===== config.mk =====
export PLATFORM = sky130hd
export DESIGN_NAME = lsu
export DESIGN_NICKNAME = d
export VERILOG_FILES = /design/src/rtl/lsu.sv
export SDC_FILE = /design/constraint.sdc
export NUM_CORES = 1
export LEC_CHECK = 0
export ABC_AREA = 1
export CORE_ASPECT_RATIO = 0.9
export CORE_MARGIN = 5
export CORE_UTILIZATION = 49
export DETAILED_ROUTE_END_ITERATION = 12
export PLACE_DENSITY = 0.87
export SETUP_SLACK_MARGIN = 0.4
export SYNTH_ARGS = -nofsm -noshare
export SYNTH_HDL_FRONTEND = slang
export SYNTH_SLANG_ARGS = --single-unit

===== constraint.sdc =====
create_clock -name i_clk -period 2.35 [get_ports i_clk]
set_input_delay 0.47 -clock i_clk [delete_from_list [all_inputs] [get_ports i_clk]]
set_output_delay 0.47 -clock i_clk [all_outputs]
set_load 0.005 [all_outputs]

===== src/rtl/lsu.sv =====
// Load/store unit between the core memory stage and a word-addressed data RAM.
// Executes RV32I LB/LH/LW/LBU/LHU/SB/SH/SW with little-endian lane handling.
// Sub-word stores are done as a read-modify-write because the RAM has word
// writes only. There is one outstanding request at a time, with a one-cycle
// completion pulse.
//
// Ports:
//   i_clk, i_rst       clock; synchronous active-high reset
//   i_valid / o_ready  request handshake; a request is accepted when both are high
//   i_store, i_funct3  access kind: store flag and RV32I funct3
//   i_addr, i_wdata    byte address and right-aligned store data
//   o_rdata            extended load result, held until the next load
//   o_done, o_fault    completion pulse; fault flag for misalignment or illegal funct3
//   o_mem_*            RAM word port (combinational read, synchronous write)
module lsu #(
   parameter int ADDR_WIDTH = 32
) (
   input  logic                  i_clk,
   input  logic                  i_rst,
   input  logic                  i_valid,
   output logic                  o_ready,
   input  logic                  i_store,
   input  logic [2:0]            i_funct3,
   input  logic [ADDR_WIDTH-1:0] i_addr,
   input  logic [31:0]           i_wdata,
   output logic [31:0]           o_rdata,
   output logic                  o_done,
   output logic                  o_fault,
   output logic                  o_mem_we,
   output logic [ADDR_WIDTH-1:0] o_mem_addr,
   output logic [31:0]           o_mem_wdata,
   input  logic [31:0]           i_mem_rdata
);

   typedef enum logic [2:0] {
      IDLE,
      LOAD,
      RMW_READ,
      WRITE,
      RESP
   } state_t;

   state_t                  state;
   state_t                  state_next;

   logic                    store_q;
   logic [2:0]              funct3_q;
   logic [ADDR_WIDTH-1:0]   addr_q;
   logic [31:0]             wdata_q;
   logic [31:0]             merge_q;
   logic [31:0]             rdata_q;
   logic                    fault_q;

   logic                    accept;
   logic                    accept_fault;
   logic [7:0]              lane_byte;
   logic [15:0]             lane_half;
   logic [31:0]             load_val;
   logic [31:0]             merged;

   assign accept = (state == IDLE) && i_valid;

   // Illegal funct3 for the direction, or an access not aligned to its size.
   always_comb begin
      logic bad_f3;
      logic misaligned;
      bad_f3 = '0;
      misaligned = '0;
      if (i_store)
         bad_f3 = i_funct3[2] || (i_funct3[1:0] == 2'b11);
      else
         bad_f3 = (i_funct3 == 3'b011) || (i_funct3 == 3'b110) || (i_funct3 == 3'b111);
      misaligned = ((i_funct3[1:0] == 2'b01) && i_addr[0]) ||
                   ((i_funct3[1:0] == 2'b10) && (i_addr[1:0] != 2'b00));
      accept_fault = bad_f3 || misaligned;
   end

   // Lane extraction for loads: the byte lane comes from addr[1:0] and the
   // halfword lane from addr[1].
   always_comb begin
      lane_byte = i_mem_rdata[{addr_q[1:0], 3'b000} +: 8];
      lane_half = i_mem_rdata[{addr_q[1], 4'b0000} +: 16];
      case (funct3_q)
         3'b000:  load_val = {{24{lane_byte[7]}}, lane_byte};
         3'b001:  load_val = {{16{lane_half[15]}}, lane_half};
         3'b100:  load_val = {24'h000000, lane_byte};
         3'b101:  load_val = {16'h0000, lane_half};
         default: load_val = i_mem_rdata;
      endcase
   end

   // Sub-word store merge: the addressed lane of the current RAM word is
   // replaced by the low bits of the store data.
   always_comb begin
      merged = i_mem_rdata;
      if (funct3_q[0] == 1'b0)
         merged[{addr_q[1:0], 3'b000} +: 8] = wdata_q[7:0];
      else
         merged[{addr_q[1], 4'b0000} +: 16] = wdata_q[15:0];
   end

   always_comb begin
      state_next = state;
      case (state)
         IDLE: begin
            if (i_valid) begin
               if (accept_fault)
                  state_next = RESP;
               else if (!i_store)
                  state_next = LOAD;
               else if (i_funct3[1:0] == 2'b10)
                  state_next = WRITE;
               else
                  state_next = RMW_READ;
            end
         end
         LOAD:     state_next = RESP;
         RMW_READ: state_next = WRITE;
         WRITE:    state_next = RESP;
         RESP:     state_next = IDLE;
         default:  state_next = IDLE;
      endcase
   end

   always_ff @(posedge i_clk) begin
      if (i_rst) begin
         state    <= IDLE;
         store_q  <= '0;
         funct3_q <= '0;
         addr_q   <= '0;
         wdata_q  <= '0;
         merge_q  <= '0;
         rdata_q  <= '0;
         fault_q  <= '0;
      end else begin
         state <= state_next;
         if (accept) begin
            store_q  <= i_store;
            funct3_q <= i_funct3;
            addr_q   <= i_addr;
            wdata_q  <= i_wdata;
            fault_q  <= accept_fault;
         end
         if (state == LOAD)
            rdata_q <= load_val;
         if (state == RMW_READ)
            merge_q <= merged;
      end
   end

   // The RAM address tracks the latched request, so it stays stable from
   // RMW_READ through WRITE and between operations.
   assign o_mem_addr  = {addr_q[ADDR_WIDTH-1:2], 2'b00};
   assign o_mem_wdata = (funct3_q[1:0] == 2'b10) ? wdata_q : merge_q;
   assign o_mem_we    = (state == WRITE) && store_q;
   assign o_ready     = (state == IDLE);
   assign o_done      = (state == RESP);
   assign o_fault     = (state == RESP) && fault_q;
   assign o_rdata     = rdata_q;

endmodule


==> flow_summary.ini <==
[die]
start_util_pct = 49.4
coreArea_sq_um = 14600
io_pins = 203
die_w_microns = 138
rows = 42
die_h_microns = 125
die-area_sq_um = 17200

[drt]
viasPerCell = 5.59
postRouteAntennaNets = 0
wire_per_inst_microns = 17.2
route.detailed.drc = 0
first_iter_violations = 932
firstDrtPassIters = 6
vias = 7810
wl_microns = 24000

[global_routing]
grt_overflow = 0
grt_pass1_vias = 7284
grt_pass1_wl_microns = 37200
grt_max_degree = 79
grt.total_usage_pct = 27.0
antenna_found_initial = 0

[timing]
max_freq_mhz = 517
slew_headroom_pct = 62.9
setup_violations = 0
grt_setup_unrepaired = yes
finalSetupTns_ns = 0
worst_slack_ns = 0.414
worst_pin_slew_ns = 0.555
hold_viol_final = 0
hold_ws_ns = 0.456
finalCritPeriodShare_pct = 82.4
slew_violations = 0
fin_worst_skew_ns = 0.00400
period_minus_slack_ns = 1.94

[critical_path]
crit_path_top_delay_cell = dfxtp_2
worstSetupPathType = reg -> out
critPathArrivalTime_ns = 1.47
cp-end-kind = output pin
path_max_fanout = 12
cp.required_ns = 1.88
cp-start-kind = flip-flop
max_stage_delay_ns = 0.38
path_cells = nand2_8, buf_12, buf_16, o21ai_2, clkbuf_2

[layout]
stdcell_area_sq_um = 9800
drive_gt1_share_pct = 12.7
synthToLayoutAreaGrowth_pct = 36.1
seq_area_sq_um = 2730
nFillCells = 1219
multi_input_area_sq_um = 3610
antenna_cells = 0
stdcell_count = 1396
finish.net_count = 1293

[worst_hold_path]
hold_path_class = reg -> reg

[synth]
yosys_warnings = 0
synth-simple-area-share_pct = 15.7
synth-seq-cells = 136
synthCells = 1047
synthArstFlopShare_pct = 0
synth_compound_area_share_pct = 31.2
netlist_area_sq_um = 7200
synthFlopType = dfxtp_1
synth-xor-area-share_pct = 0
synth_fa_ha_area_share_pct = 0.869
synth_edf_count = 0
muxShareOfSynthArea_pct = 0
synth_cell_types = 32
yosysSeqAreaShare_pct = 37.8
synth_top_family_by_area = compound AO/OA/AOI/OAI gates
syn_avg_cell_area_sq_um = 6.88

[clock_network]
clk-insertion-delay-late_ns = 0.42
cts_htree_levels = 4
clockBufferDepth = 2
cts_tree = done
cts_sinks = 136
cts_root_buf = clkbuf_16
cts-buffers-inserted = 17
path_clk_slew_ns = 0.06

[placement]
placed_area_sq_um = 8990
dpl.hpwl_microns = 16400
place.gp.congestion = 0.978
io_buffers = 200
dp_cells = 1355
place_ws_ns = 0.426

[power_and_ir_drop]
peakVddDrop_mv = 0.552
p_per_area_nw_per_um2 = 724
p_leak_nw = 4.03

[run_status]
outcome = completed

[run]
cap_violations = 0
cell usage in the layout, fill, tap and decap left out, types with 3 or more instances in the layout:
cell,count
a21oi_1,145
a31oi_1,25
buf_12,8
buf_16,4
buf_2,31
buf_4,13
bufinv_16,3
clkbuf_16,18
clkbuf_2,3
clkdlybuf4s50_1,164
clkinvlp_4,6
dfxtp_1,133
dfxtp_2,3
ha_1,4
inv_1,88
inv_2,8
inv_6,3
nand2_1,215
nand2_2,6
nand2_4,8
nand3_1,13
nand4_1,9
nor2_1,11
nor2_2,3
o21ai_0,177
o21ai_1,23
o21ai_2,18
o21ai_4,3
o21bai_1,13
o21bai_2,3
o22ai_1,16
repair_timing:
item / in CTS / in global routing
pin swaps: 2 / 3
setup buffers: 3 / 1
endpoints found under the hold margin: 0 / 0
cloned: 4 / 1
endpoints found under the setup margin: 36 / 40
hold buffers: 0 / 0
gates resized for setup: 180 / 41
path summary, 6_finish.rpt:
path	from	end	slack, ns	cells after the start
setup / recovery	funct3_q[1]	o_mem_wdata[11]	0.41	5
hold / removal	wdata_q[29]	wdata_q[29]	0.46	2
setup reg to reg	addr_q[1]	merge_q[31]	0.50	6
hold reg to reg	wdata_q[29]	wdata_q[29]	0.46	2
routing by layer:
layer | global-route usage, % | wire length (microns) | vias up
met4 | 9.12 | 605 | 0
met2 | 42.7 | 11300 | 429
met5 | 0 | 0 | -
met1 | 34.7 | 9470 | 3577
li1 | - | - | 3752
met3 | 8.67 | 2650 | 52
metrics by stage:
stage | total power, mW | utilization (%)
after global routing | 7.40 | 67.3
after CTS | 7.03 | 66.5
final | 7.10 | 67.3
after floorplan | 3.63 | -
after global placement | 4.20 | 61.7
after detailed placement | 4.23 | 61.7
final cells by class:
cell class / instances / share of cell area, %
multi-input combinational: 705 / 36.9
sequential: 136 / 27.8
timing repair buffer: 227 / 22.8
clock buffer: 19 / 4.42
inverter: 98 / 3.83
tap: 198 / 2.53
clock inverter: 13 / 1.74
synthesized netlist by cell type, types with 9 or more instances:
cell type,count,area [sq um]
buf_4,42,315
buf_2,21,105
o22ai_1,16,100
buf_6,10,113
o21ai_0,209,1050
dfxtp_1,136,2720
nand4_1,9,56.3
a21oi_1,145,726
nand3_1,13,65.1
o21bai_1,13,97.6
nor2_1,12,45.0
inv_1,90,338
o21ai_1,12,60.1
a31oi_1,25,156
clkbuf_1,34,128
nand2_1,225,845
flip-flops by register name (all words and copies together) (netlist names):
register,cells
store_q,1
wdata_q,32
addr_q,32
state,3
funct3_q,3
fault_q,1
o_rdata,32
merge_q,32
where the power goes:
group          switching (mW)  internal, mW
clock                    1.07          1.68
sequential              0.124          2.49
combinational            1.01         0.734
worst max-delay path: cells and delay by family (launching register included):
| family | cells | cell delay (ns) |
|---|---|---|
| compound gates | 1 | 0.13 |
| simple gates | 1 | 0.09 |
| flops | 1 | 0.38 |
| buf+inv | 3 | 0.44 |
cell families (layout without fill, tap and decap cells):
kind of cell / Yosys count / count (layout)
other: 1 / 2
adder cells (fa/ha/maj): 5 / 5
buffers and inverters: 207 / 357
AND/OR/NAND/NOR: 273 / 273
AO/OA/AOI/OAI: 425 / 425
flip-flops: 136 / 136
No activity file was read; power rests on OpenSTA's default activity.
